`src/rtl/adc_pkg.sv`:
```
// Shared types and helpers for the serial ADC sampler.
package adc_pkg;

    localparam int unsigned ADC_BITS = 14;

    typedef enum logic [2:0] {
        ST_IDLE,
        ST_SETTLE,
        ST_SHIFT,
        ST_DONE,
        ST_GAP
    } adc_state_e;

    // Ceiling log2, usable in constant expressions; clog2(1) == 0.
    function automatic int unsigned clog2(input int unsigned v);
        int unsigned r;
        r = 0;
        for (int i = 0; i < 32; i++) begin
            if ((32'd1 << i) < v) r = 32'(i + 1);
        end
        return r;
    endfunction

endpackage

```
`src/rtl/adc_sclk_gen.sv`:
```
// SPI clock generator (CPOL=0): CLK_DIV clkin cycles per phase while enabled,
// with a strike on the last cycle of each high phase where the master samples miso.
module adc_sclk_gen
    import adc_pkg::*;
#(
    parameter int unsigned CLK_DIV = 1
) (
    input  logic clkin,
    input  logic rst_n,
    input  logic en,
    output logic sclk,
    output logic sample_c
);

    localparam int unsigned CNT_W = (clog2(CLK_DIV) > 0) ? clog2(CLK_DIV) : 1;
    localparam logic [CNT_W-1:0] CNT_LAST = CNT_W'(CLK_DIV - 1);

    logic [CNT_W-1:0] cnt_q;
    logic             phase_end_c;

    assign phase_end_c = en && (cnt_q == CNT_LAST);
    assign sample_c    = phase_end_c && sclk;

    // Disabled generator parks low with a cleared counter, so each frame starts with a full low phase.
    always_ff @(posedge clkin or negedge rst_n) begin
        if (!rst_n) begin
            cnt_q <= '0;
            sclk  <= 1'b0;
        end else if (!en) begin
            cnt_q <= '0;
            sclk  <= 1'b0;
        end else if (phase_end_c) begin
            cnt_q <= '0;
            sclk  <= ~sclk;
        end else begin
            cnt_q <= cnt_q + CNT_W'(1);
        end
    end

endmodule

```
`src/rtl/adc_sampler.sv`:
```
// Serial ADC read master with analog-mux channel select, single-shot and continuous modes.
// Optional ADC_SCAN_EN: continuous mode steps the channel through 0..CHANNELS-1 after each frame.
module adc_sampler
    import adc_pkg::*;
#(
    parameter int unsigned  DATA_BITS = ADC_BITS,
    parameter int unsigned  CLK_DIV   = 1,
    parameter int unsigned  CS_SETUP  = 1,
    parameter int unsigned  CS_GAP    = 2,
    parameter int unsigned  CHANNELS  = 4,
    localparam int unsigned CH_BITS   = (clog2(CHANNELS) > 1) ? clog2(CHANNELS) : 1
) (
    input  logic                 clkin,
    input  logic                 rst_n,
    input  logic                 go,
    input  logic                 cont,
    input  logic [CH_BITS-1:0]   ch_sel,
    output logic                 busy,
    output logic                 valid,
    output logic [DATA_BITS-1:0] data_o,
    output logic [CH_BITS-1:0]   data_ch,
    output logic [CH_BITS-1:0]   mux_sel,
    output logic                 sclk,
    input  logic                 miso,
    output logic                 cs
);

    localparam int unsigned TMR_MAX = (CS_SETUP > CS_GAP) ? CS_SETUP : CS_GAP;
    localparam int unsigned TMR_W   = clog2(TMR_MAX + 1);
    localparam int unsigned BC_W    = clog2(DATA_BITS + 1);

    localparam logic [TMR_W-1:0] SETUP_LAST = TMR_W'(CS_SETUP - 1);
    localparam logic [TMR_W-1:0] GAP_LAST   = TMR_W'(CS_GAP - 1);
    localparam logic [BC_W-1:0]  BC_INIT    = BC_W'(DATA_BITS);

    adc_state_e           state_q, state_d;
    logic                 cs_d, busy_d, valid_d;
    logic [DATA_BITS-1:0] data_d, sh_q, sh_d, shift_c;
    logic [CH_BITS-1:0]   dch_d, mux_d, rearm_ch_c;
    logic [TMR_W-1:0]     tmr_q, tmr_d;
    logic [BC_W-1:0]      bc_q, bc_d;
    logic                 sample_c;

    adc_sclk_gen #(
        .CLK_DIV (CLK_DIV)
    ) u_sclk_gen (
        .clkin    (clkin),
        .rst_n    (rst_n),
        .en       (state_q == ST_SHIFT),
        .sclk     (sclk),
        .sample_c (sample_c)
    );

    assign shift_c = {sh_q[DATA_BITS-2:0], miso};

    // Channel for a back-to-back continuous frame; mux_sel doubles as the scan pointer.
`ifdef ADC_SCAN_EN
    assign rearm_ch_c = (mux_sel == CH_BITS'(CHANNELS - 1)) ? '0 : mux_sel + CH_BITS'(1);
`else
    assign rearm_ch_c = ch_sel;
`endif

    always_ff @(posedge clkin or negedge rst_n) begin
        if (!rst_n) begin
            state_q <= ST_IDLE;
            cs      <= 1'b1;
            busy    <= 1'b0;
            valid   <= 1'b0;
            data_o  <= '0;
            data_ch <= '0;
            mux_sel <= '0;
            sh_q    <= '0;
            tmr_q   <= '0;
            bc_q    <= '0;
        end else begin
            state_q <= state_d;
            cs      <= cs_d;
            busy    <= busy_d;
            valid   <= valid_d;
            data_o  <= data_d;
            data_ch <= dch_d;
            mux_sel <= mux_d;
            sh_q    <= sh_d;
            tmr_q   <= tmr_d;
            bc_q    <= bc_d;
        end
    end

    // Next state plus next values of every registered output; valid is high only in DONE.
    always_comb begin
        state_d = state_q;
        cs_d    = cs;
        busy_d  = busy;
        valid_d = 1'b0;
        data_d  = data_o;
        dch_d   = data_ch;
        mux_d   = mux_sel;
        sh_d    = sh_q;
        tmr_d   = tmr_q;
        bc_d    = bc_q;
        case (state_q)
            ST_IDLE: begin
                cs_d   = 1'b1;
                busy_d = 1'b0;
                if (go || cont) begin
                    mux_d   = ch_sel;
                    cs_d    = 1'b0;
                    busy_d  = 1'b1;
                    sh_d    = '0;
                    tmr_d   = '0;
                    bc_d    = BC_INIT;
                    state_d = ST_SETTLE;
                end
            end
            ST_SETTLE: begin
                if (tmr_q == SETUP_LAST) begin
                    tmr_d   = '0;
                    state_d = ST_SHIFT;
                end else begin
                    tmr_d = tmr_q + TMR_W'(1);
                end
            end
            ST_SHIFT: begin
                if (sample_c) begin
                    sh_d = shift_c;
                    bc_d = bc_q - BC_W'(1);
                    if (bc_q == BC_W'(1)) begin
                        data_d  = shift_c;
                        dch_d   = mux_sel;
                        valid_d = 1'b1;
                        state_d = ST_DONE;
                    end
                end
            end
            ST_DONE: begin
                cs_d    = 1'b1;
                tmr_d   = '0;
                state_d = ST_GAP;
            end
            ST_GAP: begin
                if (tmr_q == GAP_LAST) begin
                    tmr_d = '0;
                    if (cont) begin
                        mux_d   = rearm_ch_c;
                        cs_d    = 1'b0;
                        sh_d    = '0;
                        bc_d    = BC_INIT;
                        state_d = ST_SETTLE;
                    end else begin
                        busy_d  = 1'b0;
                        state_d = ST_IDLE;
                    end
                end else begin
                    tmr_d = tmr_q + TMR_W'(1);
                end
            end
            default: state_d = ST_IDLE;
        endcase
    end

endmodule

```
`config.mk`:
```
export PLATFORM = sky130hd
export DESIGN_NAME = adc_sampler
export DESIGN_NICKNAME = d
export VERILOG_FILES = /design/src/rtl/adc_pkg.sv /design/src/rtl/adc_sclk_gen.sv /design/src/rtl/adc_sampler.sv
export SDC_FILE = /design/constraint.sdc
export NUM_CORES = 1
export LEC_CHECK = 0
export ABC_AREA = 1
export CORE_MARGIN = 2
export CORE_UTILIZATION = 61
export CTS_BUF_LIST = sky130_fd_sc_hd__clkbuf_8
export DETAILED_ROUTE_END_ITERATION = 10
export GPL_TIMING_DRIVEN = 0
export HOLD_SLACK_MARGIN = 0.05
export PLACE_DENSITY = 0.87
export SETUP_SLACK_MARGIN = 0.2
export SYNTH_ARGS = -nofsm -noshare
export SYNTH_HDL_FRONTEND = slang
export SYNTH_SLANG_ARGS = --single-unit
```
`constraint.sdc`:
```
create_clock -name clkin -period 3.8 [get_ports clkin]
set_input_delay 1.14 -clock clkin [delete_from_list [all_inputs] [get_ports clkin]]
set_output_delay 1.14 -clock clkin [all_outputs]
set_load 0.01 [all_outputs]
```
==> results.txt, run 1 <==
Post-CTS Setup Bufs = 0
Number of global-route vias before repair = 1775
Final net count = 302
Switching power total = 740 µW
Fmax = 398 MHz
Pwr dens = 693 nW/µm²
Number of diodes = 0
Final Hold Violating Endpoints = 0
Initial core utilization = 63.7%
CP Max Fanout = 2
Remaining global-route overflow = 0
Slowest CP cell = dfstp_2
Final setup fails = 0
Fraction of layout cells with a size suffix above 1 = 10.3%
Post-Syn Area per Cell = 8.36 µm²
Post-DR vias/cell = 5.36
Post-synth top area share = 51.8%
First-pass GRT wire length = 8140 µm
Core area = 3340 µm²
Post-layout min period = 2.51 ns
Crit path capture type = output port
Type of origin of the critical path = flop
CP Cell Sequence = clkdlybuf4s50_1
Buffers on Ports = 28
Setup ws final = 1.29 ns
Worst IR drop on VDD = 463 µV
Tcrit/Tclk final = 66.1%
Run status = complete, no violations
CTS tree = yes
Synth Net Count = 266
Sequential power share = 36.0%
Min-delay worst type = flop to flop
First drt pass iteration count = 4
Post-DP HPWL = 3310 µm
#FFs+latches synth = 45
WL/cell = 14.0 µm
Final ANT Viol Nets = 0
Initial antenna violation count = 0
Synthesis-to-layout area growth = 21.8%
Mapped cell area = 2120 µm²
Mapped Cells = 254
CTS root buf = clkbuf_8
Initial DRC count = 158
Netlist cell types = 26
Setup TNS = 0 ns
Row count = 21
Vias = 1806
Crit Path Category = flop to output port
Slew Limit Fails = 0
IO Count = 29
Total track usage = 26.7%
Cts hold-fix bufs = 0
Most area-consuming cells after synthesis = dfrtp_1 52%, nand2_1 14%, nand3_1 6.1%, inv_1 5.3%, nor2_1 3.7%
Clock slew at reported path FFs = 0.08 ns
Num CTS Buffers = 5
Pleak = 0.00129 µW
Clock Tree Buf Depth = 2
Clock share of power = 20.2%
Unrepaired setup endpoints after global routing = no
GP Congestion = 0.823
Die ar. = 3970 µm²
Post-cts sizing count = 0
Worst Path Required = 2.66 ns
Clock sinks = 45
WP buf/inv = 1
Worst EP arrival = 1.37 ns
Sw frac = 41.3%
H-tree depth = 2
Die Span X = 63.0 µm
Fin Clk Skew = 0.0118 ns
Synth warn = 0
Post-place setup slack = 1.15 ns
Largest delay share family, worst path = flip-flops
Residual DRC = 0
Largest net degree at the start of global routing = 34
Synth area leader = dfrtp_1
Die Ht = 63.0 µm
CP max stage delay = 0.54 ns
Cell internal pwr = 1050 µW
Comb pwr share = 43.8%
FILL cells = 236
Clk_lat worst skew = 0.31 ns
Design Power = 1790 µW
Max Cap Violations = 0
WL final = 4720 µm
Seq/Total Area, Yosys = 53.1%
==> final cells by class <==
| class | instances | area (µm²) | area share [%] |
|---|---|---|---|
| well taps | 46 | 57.6 | 2.22 |
| inverters | 33 | 124 | 4.78 |
| flip-flops and latches | 45 | 1130 | 43.5 |
| plain buffers | 9 | 58.8 | 2.27 |
| multi-input cells | 167 | 815 | 31.5 |
| clock inverters | 3 | 42.5 | 1.64 |
| repair buffers | 29 | 295 | 11.4 |
| clock buffers | 5 | 68.8 | 2.66 |
==> cell usage in the layout, fill, tap and decap left out, types with 3 or more instances in the layout <==
cell type	n
ha_1	5
inv_1	31
dfrtp_1	44
nand3_1	26
o21ai_0	12
buf_4	3
nand2_1	80
inv_2	3
clkbuf_8	5
o21ai_1	6
buf_2	6
clkdlybuf4s50_1	27
nor2_1	21
==> flip-flops by register name, indices dropped and copies added, names as in the netlist <==
register,count
cs,1
valid,1
tmr_q,2
data_ch,2
u_sclk_gen.sclk,1
busy,1
mux_sel,2
state_q,3
data_o,14
u_sclk_gen.cnt_q,1
bc_q,4
sh_q,13
==> path summary, 6_finish.rpt <==
kind / from / end / slack [ns] / cells after the start
max in group asynchronous: rst_n / cs$_DFFE_PN1P_ / 2.55 / 2
worst min-delay path: sh_q[2]$_DFFE_PN0P_ / sh_q[2]$_DFFE_PN0P_ / 0.47 / 2
worst max-delay path: cs$_DFFE_PN1P_ / cs / 1.29 / 1
worst min register to register: sh_q[2]$_DFFE_PN0P_ / sh_q[2]$_DFFE_PN0P_ / 0.47 / 2
min in group asynchronous: rst_n / bc_q[0]$_DFFE_PN0P_ / 0.71 / 1
worst max register to register: state_q[0]$_DFFE_PN0P_ / sh_q[3]$_DFFE_PN0P_ / 2.18 / 7
==> power groups by stage <==
stage	sequential [µW]	clock (µW)	combinational (µW)
after floorplan	651	0	542
after global placement	646	0	727
after detailed placement	653	0	770
after CTS	645	365	782
after global routing	659	387	864
final	645	363	785
==> through the flow <==
step	instances	hold WS [ns]	util (%)	instance area [µm²]
2_1_floorplan	254	0.442	-	2120
3_3_place_gp	328	0.453	73.8	2460
3_5_place_dp	329	0.458	74.2	2480
4_1_cts	337	0.479	77.6	2590
5_1_grt	337	0.503	77.6	2590
6_report	337	0.473	77.6	2590
==> routing by layer <==
layer / routed length, µm / up-vias / global-route usage [%] / part of all wire [%]
li1: - / 858 / - / -
met1: 2000 / 897 / 32.8 / 42
met2: 2470 / 43 / 46.0 / 52
met3: 195 / 8 / 6.13 / 4.1
met4: 64 / 0 / 9.17 / 1.4
met5: 0 / - / 0 / 0
==> Yosys cell counts <==
master     n
nor2_4     2
nor2_1    21
nand3b_1   1
a21oi_1    1
inv_2      3
dfstp_2    1
conb_1     1
xnor2_1    1
buf_4      3
o21ai_1    6
nor2_2     2
o22ai_4    1
dfrtp_1   44
o21a_1     1
nand3_1   26
buf_6      1
o211ai_1   1
nand2_1   80
nand3_2    1
nand2_4    2
ha_1       5
buf_2      5
o21ai_0   12
a21boi_0   1
inv_1     30
o221ai_1   2
==> logic make-up (layout without fill, tap and decap cells) <==
family / Yosys count / after routing / synth area share, %
buffers and inverters: 42 / 79 / 8.60
AO/OA/AOI/OAI: 25 / 25 / 7.30
flip-flops: 45 / 45 / 53.1
other: 1 / 1 / 0.177
XOR/XNOR: 1 / 1 / 0.412
AND/OR/NAND/NOR: 135 / 135 / 27.5
adder cells (fa/ha/maj): 5 / 5 / 2.94
(Power assumes the default switching activity.)
==> run 2: changes to the inputs <==
Settings changed: CORE_UTILIZATION 61 to 51, PLACE_DENSITY 0.87 to 0.78.
Clock period 3.8 ns to 2.2 ns, I/O delays scaled along.
==> run 2 against run 1 <==
Against the previous run:
- via count is 4.9% lower
- flip-flop and latch count unchanged
- core utilization decreased by 13 points
==> results.txt, run 2 (synthesis gave the netlist of run 1 again) <==
Placed cells = 333
Final net count = 302
Final Hold Violating Endpoints = 0
Slew Limit Fails = 0
Commonest non-fill, non-tap cell in the layout = nand2_1
Number of diodes = 0
Total track usage = 20.2%
Largest Register = data_o
Die Span X = 68.5 µm
Initial core utilization = 53.1%
Residual DRC = 0
Post-DR vias/cell = 5.04
First-pass GRT wire length = 6930 µm
Initial DRC count = 146
Type of origin of the critical path = flop
Post-cts sizing count = 1
Critical Path Stages = 1
Slowest CP cell = clkdlybuf4s50_1
CP max stage delay = 0.54 ns
Worst IR drop on VDD = 667 µV
Post-CTS Setup Bufs = 0
Worst EP arrival = 1.21 ns
WL/cell = 12.1 µm
Fmax = 534 MHz
Largest net degree at the start of global routing = 33
Setup TNS = 0 ns
CTS tree = yes
CTS root buf = clkbuf_8
Die Ht = 68.5 µm
Clock sinks = 45
Number of flip-flops in the largest register = 14
Pwr dens = 1130 nW/µm²
Crit path capture type = output port
Die ar. = 4700 µm²
Fin Clk Skew = 0.00933 ns
Clk_lat worst skew = 0.30 ns
CP Cell Sequence = clkdlybuf4s50_1
Core area = 4000 µm²
Run status = complete, no violations
Tcrit/Tclk final = 85.1%
Clock slew at reported path FFs = 0.09 ns
Largest delay share family, worst path = buffers and inverters
Synthesis-to-layout area growth = 20.9%
Unrepaired setup endpoints after global routing = no
Row count = 23
Largest registers = data_o (14), sh_q (13), bc_q (4)
R2R setup slack = 0.61 ns
Pleak = 0.00128 µW
Crit Path Category = flop to output port
Post-DP HPWL = 2990 µm
Clock Tree Buf Depth = 2
CP Max Fanout = 2
WL final = 4130 µm
Final setup fails = 0
Cts hold-fix bufs = 0
Most frequent cells in the layout = 80 x nand2_1, 44 x dfrtp_1, 31 x inv_1, 26 x nand3_1, 26 x clkdlybuf4s50_1
Buffers on Ports = 28
Number of global-route vias before repair = 1569
Num CTS Buffers = 5
Max Cap Violations = 0
Design Power = 2900 µW
H-tree depth = 2
Worst Path Required = 1.54 ns
Fraction of layout cells with a size suffix above 1 = 10.3%
First drt pass iteration count = 4
Final ANT Viol Nets = 0
Final std cells w/o fill = 341
Vias = 1718
GP Congestion = 0.824
Post-layout min period = 1.87 ns
IO Count = 29
WP buf/inv = 1
Remaining global-route overflow = 0
Min-delay worst type = input port to asynchronous set/reset pin
Initial antenna violation count = 0
R2r worst-path depth = 7
## run 2: cell types whose count changed in the layout (fill, tap and decap cells not counted)
cell	previous run	this run
bufinv_16	1	0
clkdlybuf4s50_1	27	26
dlygate4sd2_1	0	1
clkinvlp_4	0	2
clkinv_4	1	0
## run 2: final timing paths
| kind | from | endpoint |
|---|---|---|
| min reg2reg | sh_q[10]$_DFFE_PN0P_ | sh_q[10]$_DFFE_PN0P_ |
| max reg2reg | state_q[0]$_DFFE_PN0P_ | sh_q[8]$_DFFE_PN0P_ |
| min | rst_n | tmr_q[0]$_DFFE_PN0P_ |
| max | data_o[2]$_DFFE_PN0P_ | data_o[2] |
| max in group asynchronous | rst_n | cs$_DFFE_PN1P_ |
| min in group clkin | sh_q[10]$_DFFE_PN0P_ | sh_q[10]$_DFFE_PN0P_ |
## run 2: layout make-up
| class | instances | area, µm² |
|---|---|---|
| sequential | 45 | 1130 |
| multi-input combinational | 167 | 815 |
| inverter | 33 | 124 |
| buffer | 9 | 58.8 |
| clock inverter | 3 | 18.8 |
| fill | 330 | 1430 |
| timing repair buffer | 29 | 294 |
| clock buffer | 5 | 68.8 |
| tap | 50 | 62.6 |
## run 2: worst register-to-register path: cells and delay by family (launching register included)
| kind | cells | cell delay [ns] |
|---|---|---|
| compound gates | 1 | 0.28 |
| flops | 1 | 0.49 |
| buf+inv | 2 | 0.26 |
| simple gates | 4 | 0.47 |
## run 2: per-layer routing
metal	share of wire [%]	GRT usage, %	vias to the layer above
li1	-	-	866
met1	48	26.3	817
met2	47	32.3	30
met3	4.2	5.03	5
met4	1.1	7.75	0
met5	0	0	-
## run 2: stage by stage
step | hold WS (ns) | cell area (µm²) | util, % | setup WS [ns]
final | 0.255 | 2570 | 64.2 | 0.328
after detailed placement | 0.458 | 2480 | 62.1 | 0.0244
after global routing | 0.267 | 2570 | 64.2 | 0.254
after floorplan | 0.364 | 2120 | - | 0.770
after global placement | 0.454 | 2470 | 61.7 | -0.747
after CTS | 0.259 | 2570 | 64.2 | 0.310
## run 2: power breakdown
group	internal (µW)	switching (µW)	total (µW)	leakage (µW)
clock	219	280	499	0.0000416
combinational	496	799	1300	0.000637
sequential	978	126	1100	0.000598
==> run 3: changes to the inputs <==
Settings changed: CORE_ASPECT_RATIO from default to 0.6.
==> run 3 against run 2 <==
Against the previous run:
- routed wire length rose by 4.3%
- clock power up 46%
- via count decreased by 1.7%
==> results.txt, run 3 (synthesis gave the netlist of run 1 again) <==
Run status = complete, no violations
Post-layout min period = 1.90 ns
Clk_lat worst skew = 0.30 ns
Worst EP arrival = 2.09 ns
Final net count = 302
Slew Limit Fails = 0
Pwr dens = 1200 nW/µm²
Tcrit/Tclk final = 86.3%
Post-DP HPWL = 3070 µm
IO Count = 29
Die Span X = 87.3 µm
First-pass GRT wire length = 7580 µm
Placed cells = 333
Worst IR drop on VDD = 664 µV
Die Ht = 54.0 µm
CTS tree = yes
Unrepaired setup endpoints after global routing = no
Pleak = 0.00130 µW
Clock Tree Buf Depth = 2
Vias = 1689
Residual DRC = 0
Final setup fails = 0
Commonest non-fill, non-tap cell in the layout = nand2_1
Type of origin of the critical path = input port
Fmax = 527 MHz
Die ar. = 4720 µm²
Synthesis-to-layout area growth = 23.1%
Post-CTS Setup Bufs = 0
Most frequent cells in the layout = 80 x nand2_1, 44 x dfrtp_1, 30 x inv_1, 26 x nand3_1, 26 x clkdlybuf4s50_1
Initial core utilization = 52.4%
Clock sinks = 45
H-tree depth = 2
Largest Register = data_o
Crit path capture type = flop
Total track usage = 21.6%
Final ANT Viol Nets = 0
Cts hold-fix bufs = 0
WL/cell = 12.6 µm
WL final = 4300 µm
GP Congestion = 0.827
CTS root buf = clkbuf_8
Core area = 4050 µm²
Largest net degree at the start of global routing = 38
Number of diodes = 0
Worst Path Required = 2.39 ns
Number of global-route vias before repair = 1619
Row count = 18
Final std cells w/o fill = 341
Crit Path Category = input port to flop
Min-delay worst type = input port to asynchronous set/reset pin
Max Cap Violations = 0
Fraction of layout cells with a size suffix above 1 = 10.7%
Initial DRC count = 79
Num CTS Buffers = 5
WHS = 0.219 ns
Initial antenna violation count = 0
First drt pass iteration count = 4
Remaining global-route overflow = 0
Largest registers = data_o (14), sh_q (13), bc_q (4)
Post-cts sizing count = 1
Post-DR vias/cell = 4.95
Number of flip-flops in the largest register = 14
Clock slew at reported path FFs = 0.08 ns
Buffers on Ports = 28
Fin Clk Skew = 0.00675 ns
Final Hold Violating Endpoints = 0
CP Max Fanout = 10
==> run 3: area by class of cell <==
class / count / area, µm²
multi-input combinational: 167 / 815
buffer: 9 / 58.8
inverter: 33 / 124
clock inverter: 3 / 65.1
sequential: 45 / 1130
clock buffer: 5 / 68.8
timing repair buffer: 29 / 294
fill: 346 / 1440
tap: 50 / 62.6
==> run 3: where the power goes <==
part           switching [µW]  total, µW  leakage, µW  internal, µW
Combinational             814       1310     0.000637           499
Clock                     277        728    0.0000681           451
Sequential                130       1110     0.000598           978
==> run 3: final timing paths <==
check | start | endpoint | slack [ns] | cells past startpoint
hold reg to reg | sh_q[10]$_DFFE_PN0P_ | sh_q[10]$_DFFE_PN0P_ | 0.48 | 2
setup reg to reg | state_q[0]$_DFFE_PN0P_ | sh_q[3]$_DFFE_PN0P_ | 0.58 | 7
hold / removal | rst_n | u_sclk_gen.sclk$_DFFE_PN0P_ | 0.22 | 1
min in group clkin | sh_q[10]$_DFFE_PN0P_ | sh_q[10]$_DFFE_PN0P_ | 0.48 | 2
max in group asynchronous | rst_n | cs$_DFFE_PN1P_ | 1.46 | 2
setup / recovery | cont | sh_q[3]$_DFFE_PN0P_ | 0.30 | 7
==> run 3: worst max-delay path, cell delays in order <==
cell,delay [ns]
clkdlybuf4s50_1,0.54
inv_1,0.11
o22ai_4,0.33
nand2_4,0.16
buf_6,0.18
nand2_1,0.05
nand2_1,0.05
==> run 3: per-layer routing <==
layer  track usage, %  up-vias  wire [µm]
li1                 -      865          -
met1             31.4      775       2250
met2             31.3       44       1750
met3             5.67        5        269
met4             7.44        0         31
met5                0        -          0
==> run 3: per-stage QoR <==
stage	utilization [%]	cell area [µm²]	power, µW	setup TNS [ns]	setup WS, ns
floorplan	-	2120	2060	0	0.770
CTS	64.5	2620	3160	0	0.303
detailed placement	61.2	2480	2440	0	0.0136
global route	64.5	2620	3420	0	0.216
global placement	60.9	2470	2390	-33.57	-0.759
finish	64.5	2620	3150	0	0.301
